`src/rtl/console_writer.sv`:
```
`default_nettype none
// ============================================================================
//  Module      : console_writer
//  Description : Text console cursor engine. Accepts a character stream,
//                writes printable codes into a character array at the cursor
//                and handles BS / LF / CR cursor control with wrap-around.
//                Optional feature macro CONSOLE_CLEAR_EN: FF (0x0C) starts a
//                full-screen blank sweep in raster order.
//  Revision    : 1.0 - initial release
// ============================================================================
module console_writer #(
    parameter int         WIDTH      = 80,
    parameter int         HEIGHT     = 45,
    parameter logic [7:0] BLANK_CHAR = 8'h20
) (
    input  logic        clk,
    input  logic        rst,
    input  logic        in_valid,
    output logic        in_ready,
    input  logic [7:0]  in_char,
    input  logic [11:0] in_color,
    output logic        w_en,
    output logic [7:0]  w_pos_x,
    output logic [7:0]  w_pos_y,
    output logic [7:0]  w_char,
    output logic [11:0] w_color,
    output logic [7:0]  cursor_x,
    output logic [7:0]  cursor_y,
    output logic        busy
);

    localparam logic [7:0] c_last_x = 8'(WIDTH - 1);
    localparam logic [7:0] c_last_y = 8'(HEIGHT - 1);
    localparam logic [7:0] c_bs     = 8'h08;
    localparam logic [7:0] c_lf     = 8'h0A;
    localparam logic [7:0] c_ff     = 8'h0C;
    localparam logic [7:0] c_cr     = 8'h0D;

`ifdef CONSOLE_CLEAR_EN
    typedef enum logic [0:0] {
        S_IDLE  = 1'b0,
        S_CLEAR = 1'b1
    } state_t;
`else
    typedef enum logic [0:0] {
        S_IDLE  = 1'b0
    } state_t;
`endif

    state_t      r_state, w_nxt_state;
    logic        r_ready, w_nxt_ready;
    logic [7:0]  r_cur_x, w_nxt_cur_x;
    logic [7:0]  r_cur_y, w_nxt_cur_y;
    logic        r_wen,   w_nxt_wen;
    logic [7:0]  r_wx,    w_nxt_wx;
    logic [7:0]  r_wy,    w_nxt_wy;
    logic [7:0]  r_wch,   w_nxt_wch;
    logic [11:0] r_wcol,  w_nxt_wcol;
    logic        w_accept;
    logic [7:0]  w_row_inc;

`ifdef CONSOLE_CLEAR_EN
    // Set once the final cell of the sweep has been issued; the following
    // cycle hands control back to IDLE.
    logic        r_clr_last, w_nxt_clr_last;
    logic [7:0]  w_sweep_x, w_sweep_y;
`endif

    assign w_accept  = in_valid && r_ready;
    assign w_row_inc = (r_cur_y == c_last_y) ? 8'd0 : r_cur_y + 8'd1;

`ifdef CONSOLE_CLEAR_EN
    // Next raster cell after the one last written (the w_pos registers
    // double as the sweep counter).
    assign w_sweep_x = (r_wx == c_last_x) ? 8'd0 : r_wx + 8'd1;
    assign w_sweep_y = (r_wx == c_last_x) ? r_wy + 8'd1 : r_wy;
`endif

    // Next-state, cursor and write-port decode
    always_comb begin
        w_nxt_state = r_state;
        w_nxt_ready = r_ready;
        w_nxt_cur_x = r_cur_x;
        w_nxt_cur_y = r_cur_y;
        w_nxt_wen   = 1'b0;
        w_nxt_wx    = r_wx;
        w_nxt_wy    = r_wy;
        w_nxt_wch   = r_wch;
        w_nxt_wcol  = r_wcol;
`ifdef CONSOLE_CLEAR_EN
        w_nxt_clr_last = r_clr_last;
`endif
        case (r_state)
            S_IDLE: begin
                w_nxt_ready = 1'b1;
                if (w_accept) begin
                    case (in_char)
                        c_lf: begin
                            w_nxt_cur_x = 8'd0;
                            w_nxt_cur_y = w_row_inc;
                        end
                        c_cr: begin
                            w_nxt_cur_x = 8'd0;
                        end
                        c_bs: begin
                            if (r_cur_x != 8'd0) begin
                                w_nxt_cur_x = r_cur_x - 8'd1;
                                w_nxt_wen   = 1'b1;
                                w_nxt_wx    = r_cur_x - 8'd1;
                                w_nxt_wy    = r_cur_y;
                                w_nxt_wch   = BLANK_CHAR;
                                w_nxt_wcol  = in_color;
                            end else if (r_cur_y != 8'd0) begin
                                w_nxt_cur_x = c_last_x;
                                w_nxt_cur_y = r_cur_y - 8'd1;
                                w_nxt_wen   = 1'b1;
                                w_nxt_wx    = c_last_x;
                                w_nxt_wy    = r_cur_y - 8'd1;
                                w_nxt_wch   = BLANK_CHAR;
                                w_nxt_wcol  = in_color;
                            end
                        end
                        c_ff: begin
`ifdef CONSOLE_CLEAR_EN
                            // First sweep write goes out with the acceptance
                            // edge; the colour is held in w_color for the rest.
                            w_nxt_state    = S_CLEAR;
                            w_nxt_ready    = 1'b0;
                            w_nxt_cur_x    = 8'd0;
                            w_nxt_cur_y    = 8'd0;
                            w_nxt_wen      = 1'b1;
                            w_nxt_wx       = 8'd0;
                            w_nxt_wy       = 8'd0;
                            w_nxt_wch      = BLANK_CHAR;
                            w_nxt_wcol     = in_color;
                            w_nxt_clr_last = (WIDTH * HEIGHT == 1);
`endif
                        end
                        default: begin
                            w_nxt_wen  = 1'b1;
                            w_nxt_wx   = r_cur_x;
                            w_nxt_wy   = r_cur_y;
                            w_nxt_wch  = in_char;
                            w_nxt_wcol = in_color;
                            if (r_cur_x == c_last_x) begin
                                w_nxt_cur_x = 8'd0;
                                w_nxt_cur_y = w_row_inc;
                            end else begin
                                w_nxt_cur_x = r_cur_x + 8'd1;
                            end
                        end
                    endcase
                end
            end
`ifdef CONSOLE_CLEAR_EN
            S_CLEAR: begin
                w_nxt_ready = 1'b0;
                if (r_clr_last) begin
                    w_nxt_state    = S_IDLE;
                    w_nxt_ready    = 1'b1;
                    w_nxt_clr_last = 1'b0;
                end else begin
                    w_nxt_wen      = 1'b1;
                    w_nxt_wx       = w_sweep_x;
                    w_nxt_wy       = w_sweep_y;
                    w_nxt_wch      = BLANK_CHAR;
                    w_nxt_clr_last = (w_sweep_x == c_last_x) && (w_sweep_y == c_last_y);
                end
            end
`endif
            default: begin
                w_nxt_state = S_IDLE;
            end
        endcase
    end

    // State, cursor and registered write-port outputs
    always_ff @(posedge clk or posedge rst) begin
        if (rst) begin
            r_state <= S_IDLE;
            r_ready <= 1'b0;
            r_cur_x <= 8'd0;
            r_cur_y <= 8'd0;
            r_wen   <= 1'b0;
            r_wx    <= 8'd0;
            r_wy    <= 8'd0;
            r_wch   <= 8'd0;
            r_wcol  <= 12'd0;
`ifdef CONSOLE_CLEAR_EN
            r_clr_last <= 1'b0;
`endif
        end else begin
            r_state <= w_nxt_state;
            r_ready <= w_nxt_ready;
            r_cur_x <= w_nxt_cur_x;
            r_cur_y <= w_nxt_cur_y;
            r_wen   <= w_nxt_wen;
            r_wx    <= w_nxt_wx;
            r_wy    <= w_nxt_wy;
            r_wch   <= w_nxt_wch;
            r_wcol  <= w_nxt_wcol;
`ifdef CONSOLE_CLEAR_EN
            r_clr_last <= w_nxt_clr_last;
`endif
        end
    end

    assign in_ready = r_ready;
    assign w_en     = r_wen;
    assign w_pos_x  = r_wx;
    assign w_pos_y  = r_wy;
    assign w_char   = r_wch;
    assign w_color  = r_wcol;
    assign cursor_x = r_cur_x;
    assign cursor_y = r_cur_y;
`ifdef CONSOLE_CLEAR_EN
    assign busy     = (r_state == S_CLEAR);
`else
    assign busy     = 1'b0;
`endif

endmodule
`default_nettype wire

```
`config.mk`:
```
export PLATFORM = sky130hd
export DESIGN_NAME = console_writer
export DESIGN_NICKNAME = d
export VERILOG_FILES = /design/src/rtl/console_writer.sv
export SDC_FILE = /design/constraint.sdc
export NUM_CORES = 1
export LEC_CHECK = 0
export BUFFER_PORTS_ARGS = -buffer_cell sky130_fd_sc_hd__buf_4
export CORE_MARGIN = 4
export CORE_UTILIZATION = 48
export DETAILED_ROUTE_END_ITERATION = 12
export GPL_TIMING_DRIVEN = 0
export PLACE_DENSITY = 0.77
export SLEW_MARGIN = 15
export SYNTH_ARGS = -nofsm -noshare
export SYNTH_HDL_FRONTEND = slang
export SYNTH_SLANG_ARGS = --single-unit
export TNS_END_PERCENT = 30
```
`constraint.sdc`:
```
create_clock -name clk -period 2.2 [get_ports clk]
set_input_delay 0.55 -clock clk [delete_from_list [all_inputs] [get_ports clk]]
set_output_delay 0.55 -clock clk [all_outputs]
set_load 0.01 [all_outputs]
```
======== Yosys cells after proc, flatten, opt, wreduce, memory -nomap -nowiden ========
Index checks and enable logic that the tools add are counted.
cells by class
  $mul .................................... 0
  equal/unequal tests ..................... 9
  order comparisons ....................... 0
  reductions and logical operators ........ 10
  shift-type cells ........................ 0
  div/mod/pow operators ................... 0
  bitwise operators ....................... 3
  multiplexer cells ....................... 22
  add/sub/neg operators ................... 4
operator list
  cell                                               count
  two-way mux 8 bit                                  10
  case mux 8 bit (2 select lines)                    3
  case mux 8 bit (3 select lines)                    2
  == test 8 x 4 -> 1 bit (second input constant)     4
  two-way mux 12 bit                                 2
  case mux 12 bit (2 select lines)                   1
  adder 8 x 1 -> 8 bit (second input constant)       2
  nonzero test 8 bit                                 2
  subtractor 8 x 1 -> 8 bit (second input constant)  2
  == test 8 x 6 -> 1 bit (second input constant)     1
  == test 8 x 7 -> 1 bit (second input constant)     1
  AND reduction 3 bit                                2
  AND reduction 5 bit                                1
  != test 2 bit (second input constant)              2
  OR reduction 2 bit                                 2
  two-way mux 1 bit                                  3
  != test 3 bit (second input constant)              1
  NOT 1 bit                                          3
  nonzero test 3 bit                                 1
  OR reduction 3 bit                                 1
  case mux 1 bit (2 select lines)                    1
  logical AND 1 bit                                  1
storage, ports and cells
  memories ................................ 0
  latch bits .............................. 0
  bits in read-only memories .............. 0
  bits in writable memories ............... 0
  register bits after elaboration ......... 54
  word-level logic and storage cells ...... 56
  output and inout port bits .............. 55

======== Longest topological paths before layout ========
Gate-level depths: netlist of run 1.
  depth in word-level cells ............... 5
  gate-level depth with buffers ........... 8
  mapped depth without buffers ............ 7

======== Worst setup path before layout of run 1 ========
OpenSTA, ideal clock, no wires.
  path kind ............................... reg2reg
  start ................................... reg r_cur_y[0] (netlist: cursor_y[0])
  end ..................................... reg r_wch[2] (netlist: w_char[2])
  clock period less this slack ............ 2315 ps
  required time ........................... 2072 ps
  stages on the path, launching flop included .. 8
  setup slack ............................. -115 ps
  data arrival time ....................... 2188 ps
  setup time .............................. 128 ps
  path through ............................ dfrtp_1 > inv_1 > ha_1 > or3b_1 > nand4b_4 > o211ai_2 > buf_4 > mux2_1
between the ends
  word-level cells in the longest chain between the ends .. 3
RTL lines
  what                           RTL line  RTL
  from (decl)                    53        logic [7:0] r_cur_y, w_nxt_cur_y;
  from (signal assigned)         196       r_cur_y <= w_nxt_cur_y;
  nonzero test 8 bit             113       end else if (r_cur_y != 8'd0) begin
  != test 3 bit (no line)        --
  AND reduction 3 bit (no line)  --
  to (signal assigned)           200       r_wch <= w_nxt_wch;
  to (decl)                      57        logic [7:0] r_wch, w_nxt_wch;
No other way between the ends.
A chain may end at the register's enable or synchronous reset.

======== Worst setup path after layout of run 1 ========
  start ................................... in in_char[1]
  end ..................................... reg r_wch[4] (netlist: w_char[4])
between the ends
  word-level cells in the longest chain between the ends .. 4
RTL lines
  what                           RTL line  RTL
  from (decl)                    20        input logic [7:0] in_char,
  == test 8 x 4 -> 1 bit         97        case (in_char)
  OR reduction 3 bit (no line)   --
  NOT 1 bit (no line)            --
  AND reduction 3 bit (no line)  --
Several ways; a longest one is shown, not always the timed one.

==> impl_metrics.tcl, run 1 <==
set metrics [dict create \
    status "finished, violations left" \
    failed_checks "setup timing" \
    hold_ws_ps 307 \
    cts.sinks 54 \
    critical_path.max_fanout 6 \
    fin_nets 459 \
    tns_ps -1410 \
    antenna_found_initial 0 \
    seq_area_frac_synth 0.438 \
    synth.avg_cell_area_sq_um 9.59 \
    synthCells 322 \
    path_clk_slew_ps 100 \
    vias 3043 \
    utilization 0.715 \
    rsz0062_at_grt "true" \
    hold_path_class "input pin to async pin" \
    die_x_um 88.2 \
    multi_input_area_sq_um 1760 \
    clock_latency_ps 310 \
    worstSetupEndpointType "flop" \
    io_pins 78 \
    wl_per_cell_um 18.6 \
    syn-num-nets 350 \
    synth-main-ff-cell "dfrtp_1" \
    start_kind "input pin" \
    grt_pass1_wl_um 14600 \
    die_h_um 88.2 \
    cp.arrival_ps 2510 \
    die_area_sq_um 7780 \
    setup_viol 20 \
    required_ps 2400 \
    power_density_nw_per_um2 686 \
    cts_tree "built" \
    synth_edf_count 0 \
    antenna_cells 0 \
    cts_buffers 5 \
    firstDrtPassIters 5 \
    gp_congestion 0.948 \
    regArea_sq_um 1360 \
    coreArea_sq_um 6100 \
    max_freq_mhz 432 \
    synthToLayoutAreaGrowth_pct 41.2 \
    maxCapViolCount 0 \
    crit_chain "buf_4 -> nor4b_2 -> nand4_4 -> o211ai_4 -> buf_6 -> buf_8 -> mux2_4" \
    port_buffers 76 \
    synth_area_sq_um 3090 \
    via_per_inst 6.00 \
    h-tree-depth 2 \
    design_area_sq_um 4360 \
    drc 0 \
    initial_utilization 0.506 \
    antenna_left 0 \
    synth.distinct_cells 61 \
    max_slew_margin 0.486 \
    rows 28 \
    ys_top_cells_by_area "dfrtp_1 44%, mux2_1 5.5%, nand2_1 3.4%" \
    wl_um 9410 \
    grt_start_max_net_pins 29 \
    timing_worst_slew_pin_value_ps 769 \
    ctsRootBufferMaster "clkbuf_8" \
    drt_iter0_drc 295 \
    grt_overflow 0 \
    skew_ps 10.7 \
    clk_path_buf_depth 2 \
    ys_ff_latch 54 \
    synthArstFlopShare 1.00 \
    final.setup.worst_slack_ps -114 \
    fill_cells 466 \
    cp_slowest_cell "nor4b_2" \
    yosysTopAreaCell "dfrtp_1" \
    postPlaceCellArea_sq_um 3800 \
    slew_violations 0 \
    period_minus_slack_ps 2310 \
    hold_viol_final 0 \
    synthDominantCellAreaShare 0.438 \
    grt_use_total 0.238 \
    cpPeakStageDelay_ps 700 \
    irDropWorstVdd_v 0.000486 \
    cts_hold_buffers 0 \
    min_period_over_period 1.05 \
    first_global_vias 3003 \
    fin_cells 507 \
    setup.worst_path.class "input pin to flop" \
    p_leak_nw 2.00 \
    synth_warnings 0 \
    placedCellCount 474 \
    layout-drive-gt1-share 0.407 \
    dp_hpwl_um 6330 \
]
==> final timing paths <==
check / startpoint / depth (start not counted) / slack, ps / endpoint
worst max-delay path: in_char[1] / 7 / -110 / w_char[4]
worst min register to register: w_pos_x[4] / 1 / 490 / w_pos_x[4]
max in group asynchronous: rst / 3 / 1320 / cursor_y[0]
worst min-delay path: rst / 2 / 310 / w_color[6]
min in group clk: in_color[10] / 2 / 450 / w_color[10]
worst max register to register: cursor_y[1] / 8 / -100 / w_char[4]
==> area by class of cell <==
cell class                      count  area share
Clock buffer                        6      0.0167
Tap cell                           75      0.0215
Timing Repair Buffer              104       0.195
Inverter                           12      0.0115
Clock inverter                      2     0.00861
Sequential cell                    54       0.311
Buffer                             19      0.0319
Multi-Input combinational cell    235       0.403
==> critical path, delay by kind of cell <==
kind | cells | cell delay, ps
simple gates | 2 | 910
buf+inv | 3 | 430
compound gates | 1 | 320
mux | 1 | 300
==> layout by cell type (no fill, tap or decap), types with 2 or more instances in the layout <==
cell type,count
buf_4,96
nand3_1,9
inv_1,8
inv_4,2
and3_1,5
nand2_1,28
o32a_1,3
clkbuf_8,5
nor2_1,23
a311oi_1,3
a31oi_1,6
buf_2,6
o41ai_1,2
mux2_4,11
nor4b_1,2
dfrtp_1,50
dfrtp_2,4
conb_1,2
a22o_1,2
or2_2,5
o21ai_1,4
buf_8,5
clkbuf_1,8
buf_6,6
nor3b_4,2
or3_1,2
ha_1,3
inv_2,2
mux2i_1,5
a21o_1,5
o21ai_0,17
a21oi_1,18
o22ai_1,5
clkbuf_16,2
nor4_4,3
o21ai_2,5
o31ai_1,7
mux2_1,5
xnor2_1,9
nor3_1,8
==> kinds of logic (layout without fill, tap and decap cells) <==
logic type / after synthesis / in the layout / share of synthesized area
other cells: 2 / 2 / 0.00243
simple gates: 103 / 103 / 0.191
mux: 21 / 21 / 0.0746
fa+ha+maj: 5 / 5 / 0.0203
buf+inv: 33 / 143 / 0.0470
compound gates: 94 / 94 / 0.199
xor+xnor: 10 / 10 / 0.0284
flops: 54 / 54 / 0.438
==> sequential cells by signal (all words and copies together), names as in the netlist <==
register and cells:
cursor_x 8, cursor_y 8, in_ready 1, w_char 8, w_color 12, w_en 1
w_pos_x 8, w_pos_y 8
==> cells in the mapped netlist, drive strengths merged (3+ instances only) <==
cell type   n
nor4        5
o21ai      26
and3        5
o31ai       8
o22ai       5
nor3        8
o32a        3
a21oi      19
nand2      28
a311oi      3
xnor2       9
nand3      10
or2         5
mux2       16
clkbuf     10
nor4b       3
inv        12
a21o        5
buf        11
ha          5
nor2       24
mux2i       5
dfrtp      54
a31oi       7
==> metal layers <==
layer	GRT usage	share of wire
met5	0	0
met4	0.0797	0.018
met3	0.0405	0.064
met2	0.394	0.50
met1	0.315	0.42
==> power breakdown <==
group	total, mW	switching (mW)	leakage (nW)	internal [mW]
registers	1.25	0.109	0.663	1.14
clock network	0.673	0.333	0.0514	0.340
logic	1.06	0.538	1.28	0.525
total	2.99	0.979	2.00	2.01
==> through the flow <==
stage / worst slack, ps / power [mW]
2_1_floorplan: 13.2 / 1.77
3_3_place_gp: -528 / 2.14
3_5_place_dp: -464 / 2.17
4_1_cts: -66.2 / 2.90
5_1_grt: -167 / 3.15
6_report: -114 / 2.99
==> repair_timing <==
action | CTS | global route
endpoints found under the setup margin | 50 | 51
resized for setup | 17 | 48
pin swaps | 3 | 7
setup buffers | 12 | 12
gates cloned | 2 | 2
Note: power is estimated with default switching activity, not from simulation.
==> run 2: changes to the inputs <==
CORE_UTILIZATION = 57   (was 48)
MAX_ROUTING_LAYER = met4   (was default)
PLACE_DENSITY = 0.86   (was 0.77)
clock period = 2.7 ns   (was 2.2 ns; I/O delays follow)
==> impl_metrics.tcl, run 2 (same netlist as run 1, synthesis figures left out) <==
set metrics [dict create \
    power.switching_uw 774 \
    rsz0062_at_grt "false" \
    drt_iter0_drc 288 \
    dp_hpwl_um 6280 \
    rows 26 \
    grt_overflow 0 \
    grt_use_total 0.273 \
    max_freq_mhz 389 \
    path_depth 7 \
    p_leak_nw 1.76 \
    initial_utilization 0.597 \
    drc 0 \
    setup.worst_path.class "flop to flop" \
    p_sw_frac 0.346 \
    final.setup.worst_slack_ps 130 \
    period_minus_slack_ps 2570 \
    busiest_layer "met2" \
    first_global_vias 2871 \
    skew_ps 8.22 \
    cts_tree "built" \
    cts_buffers 5 \
    via_per_inst 6.13 \
    h-tree-depth 2 \
    vias 2924 \
    setup_viol 0 \
    use_met2 0.440 \
    gp_congestion 0.941 \
    combPwrFrac 0.331 \
    synthToLayoutAreaGrowth_pct 25.6 \
    use_met3 0.0669 \
    grt_pass1_wl_um 13800 \
    power_frac_seq 0.457 \
    cp.arrival_ps 2780 \
    die_area_sq_um 6660 \
    critPathTopFamily "simple AND/OR/NAND/NOR gates" \
    power.total_mw 2.24 \
    maxCapViolCount 0 \
    power_density_nw_per_um2 577 \
    ctsRootBufferMaster "clkbuf_8" \
    antenna_cells 0 \
    internal-power_mw 1.46 \
    port_buffers 76 \
    hold_path_class "input pin to async pin" \
    clock_latency_ps 320 \
    crit_chain "inv_1 -> ha_1 -> or3b_1 -> nand4b_4 -> o211ai_4 -> buf_4 -> mux2_1" \
    met1_usage 0.347 \
    r2r_cells 7 \
    pre_cts_ws_ps -95.4 \
    antenna_left 0 \
    cpPeakStageDelay_ps 480 \
    critical_path.max_fanout 10 \
    layout-drive-gt1-share 0.290 \
    fin_nets 434 \
    start_kind "flop" \
    slew_violations 0 \
    fill_cells 375 \
    min_period_over_period 0.952 \
    path_clk_slew_ps 100 \
    grt_start_max_net_pins 33 \
    worstSetupEndpointType "flop" \
    clk_path_buf_depth 2 \
    wl_per_cell_um 17.6 \
    max_slew_margin 0.505 \
    firstDrtPassIters 7 \
    multi_input_area_sq_um 1610 \
    status "complete, no violations" \
    required_ps 2910 \
    utilization 0.749 \
    regArea_sq_um 1350 \
    cts.sinks 54 \
    p_clk_frac 0.212 \
    cp_slowest_cell "dfrtp_1" \
    hold_viol_final 0 \
    path_buf_inv 2 \
    antenna_found_initial 0 \
    die_h_um 81.6 \
    largest_register_ffs 12 \
    final_cell_mix "79 x buf_4, 54 x dfrtp_1, 28 x nand2_1, 24 x nor2_1, 21 x o21ai_0" \
    die_x_um 81.6 \
    wl_um 8390 \
    layout_commonest_cell "buf_4" \
    io_pins 78 \
    coreArea_sq_um 5170 \
    timing_worst_slew_pin_value_ps 736 \
    irDropWorstVdd_v 0.000397 \
]
-- run 2: changes by cell type in the layout (fill, tap and decap cells not counted), sizes merged --
cell	delta
bufinv	-1
buf	-26
clkinvlp	-1
clkinv	+3
-- run 2: power by group through the flow --
stage	logic, mW	registers, mW	clock network (mW)
after detailed placement	0.724	1.04	0
after CTS	0.726	1.02	0.477
after floorplan	0.349	1.08	0
final	0.740	1.02	0.473
after global placement	0.698	1.03	0
after global routing	0.812	1.04	0.514
-- run 2: timing repair --
item	4_1_cts	5_1_grt
gates resized for setup	0	4
hold buffers	0	0
endpoints found under the setup margin	0	30
setup buffers	0	0
-- run 2: layer usage --
layer,vias to the layer above,part of all wire
li1,1340,-
met1,1405,0.42
met2,166,0.47
met3,13,0.096
met4,0,0.010
met5,-,0
-- run 2: worst paths after layout --
path / slack (ps) / to / from
setup / recovery: 130 / w_color[5] / cursor_y[0]
hold / removal: 380 / w_pos_x[6] / rst
setup reg to reg: 130 / w_color[5] / cursor_y[0]
hold reg to reg: 490 / w_pos_y[4] / w_pos_y[4]
max in group asynchronous: 1780 / cursor_y[2] / rst
min in group clk: 490 / w_pos_y[4] / w_pos_y[4]
-- run 2: stage by stage --
stage                     TNS [ps]  std cells  hold WS (ps)  instance area [sq um]
final                            0        477           379                   3880
after global routing             0        477           420                   3880
after CTS                        0        477           400                   3860
after detailed placement     -1560        469           471                   3760
after global placement        -726        468           463                   3740
after floorplan                  0        322           513                   3090
-- run 2: final cells by class --
type,instances,share of cell area
multi-input cells,235,0.414
flip-flops and latches,54,0.349
repair buffers,77,0.152
plain buffers,21,0.0261
well taps,70,0.0226
clock buffers,5,0.0178
inverters,12,0.0116
clock inverters,3,0.00678
==> run 3: changes to the inputs <==
CAP_MARGIN = 25   (was default)
CORE_UTILIZATION = 59   (was 57)
CTS_BUF_LIST = sky130_fd_sc_hd__clkbuf_8   (was default)
PLACE_DENSITY = 0.87   (was 0.86)
==> impl_metrics.tcl, run 3 (same netlist as run 1, synthesis figures left out) <==
set metrics [dict create \
    status "complete, no violations" \
    cts_buffers 5 \
    max_freq_mhz 390 \
    setup_viol 0 \
    combPwrFrac 0.333 \
    timing.rr.end "cursor_y[3]" \
    grt_pass1_wl_um 13400 \
    cp.arrival_ps 2730 \
    antenna_left 0 \
    grt_overflow 0 \
    coreArea_sq_um 5070 \
    timing.rr.start "cursor_y[0]" \
    crit_path_start "cursor_y[0]" \
    start_kind "flop" \
    tns_ps 0 \
    utilization 0.767 \
    final_cell_mix "81 x buf_4, 54 x dfrtp_1, 28 x nand2_1, 24 x nor2_1, 21 x o21ai_0" \
    setup.worst_path.class "flop to flop" \
    power_density_nw_per_um2 569 \
    maxCapViolCount 0 \
    met1_usage 0.375 \
    p_sw_frac 0.332 \
    layout_commonest_cell "buf_4" \
    r2r_cells 7 \
    skew_ps 10.9 \
    initial_utilization 0.608 \
    max_slew_margin 0.513 \
    drc 0 \
    crit_chain "inv_1 -> ha_1 -> or3b_1 -> nor4_4 -> nor2_1 -> a311oi_1 -> o21ai_1" \
    slew_violations 0 \
    internal-power_mw 1.48 \
    io_pins 78 \
    ctsRootBufferMaster "clkbuf_8" \
    die_x_um 80.3 \
    critPathTopFamily "simple AND/OR/NAND/NOR gates" \
    period_minus_slack_ps 2560 \
    port_buffers 76 \
    regArea_sq_um 1350 \
    h-tree-depth 2 \
    path_clk_slew_ps 100 \
    fin_nets 436 \
    hold_viol_final 0 \
    min_period_over_period 0.949 \
    via_per_inst 6.06 \
    p_clk_frac 0.207 \
    drt_iter0_drc 281 \
    first_global_vias 2714 \
    busiest_layer "met2" \
    reg2reg_slack_ps 140 \
    use_met2 0.431 \
    power.total_mw 2.22 \
    antenna_cells 0 \
    worstSetupEndpointType "flop" \
    path_buf_inv 1 \
    clk_path_buf_depth 2 \
    grt_start_max_net_pins 33 \
    vias 2903 \
    cp_slowest_cell "dfrtp_1" \
    hold_ws_ps 385 \
    clock_latency_ps 310 \
    grt_use_total 0.274 \
    largest_register_ffs 12 \
    firstDrtPassIters 5 \
    dp_hpwl_um 6270 \
    hold_path_class "input pin to async pin" \
    fill_cells 354 \
    antenna_found_initial 0 \
    gp_congestion 0.900 \
    multi_input_area_sq_um 1610 \
    rows 26 \
    synthToLayoutAreaGrowth_pct 26.1 \
    wl_per_cell_um 17.1 \
    power_frac_seq 0.459 \
    die_h_um 80.3 \
    die_area_sq_um 6450 \
    p_leak_nw 1.77 \
    layout-drive-gt1-share 0.293 \
    cts.sinks 54 \
    power.switching_uw 736 \
    use_met3 0.0381 \
    cpPeakStageDelay_ps 480 \
    irDropWorstVdd_v 0.000378 \
    timing_worst_slew_pin_value_ps 724 \
    critical_path.max_fanout 8 \
    wl_um 8200 \
    rsz0062_at_grt "true" \
    required_ps 2870 \
    cts_tree "built" \
]
run 3: changes by cell type in the layout (fill, tap and decap cells not counted):
cell	before	now
clkinv_4	3	0
inv_1	10	11
clkbuf_8	5	6
clkinv_2	0	1
a21oi_2	0	1
buf_4	79	81
a21oi_1	19	18
run 3: timing repair:
action                                  4_1_cts  5_1_grt
hold buffers                                  0        0
buffers inserted                              0        2
gates resized for setup                       0        5
endpoints found under the setup margin        0       28
run 3: power groups by stage:
stage / sequential (mW) / combinational (mW) / clock [mW]
after floorplan: 1.08 / 0.349 / 0
after global placement: 1.03 / 0.696 / 0
after detailed placement: 1.03 / 0.723 / 0
after CTS: 1.02 / 0.726 / 0.470
after global routing: 1.03 / 0.807 / 0.494
final: 1.02 / 0.739 / 0.459
run 3: final cells by class:
type	instances	area share
timing repair buffer	79	0.156
buffer	21	0.0260
clock inverter	2	0.00225
multi-input combinational	235	0.414
tap	70	0.0225
sequential	54	0.347
inverter	12	0.0116
clock buffer	6	0.0212
run 3: metrics by stage:
stage          cell area, sq um  instances  setup WS [ps]
2_1_floorplan              3090        322            385
3_3_place_gp               3740        468          -51.8
3_5_place_dp               3760        469           -119
4_1_cts                    3860        477           20.7
5_1_grt                    3890        479          -10.2
6_report                   3890        479            139
run 3: worst max path at each step:
stage                   to  depth (start not counted)  slack [ps]
2_1_floorplan    w_char[2]                          7         380
3_3_place_gp    w_color[0]                          6         -50
3_5_place_dp    w_color[7]                          6        -120
4_1_cts         w_color[7]                          7          20
5_1_grt        cursor_y[3]                          7         -10
6_report       cursor_y[3]                          7         140
run 3: layer usage:
metal,part of all wire,vias to the layer above
met5,0,-
met4,0.012,0
met3,0.089,12
met2,0.47,160
met1,0.42,1384
li1,-,1347
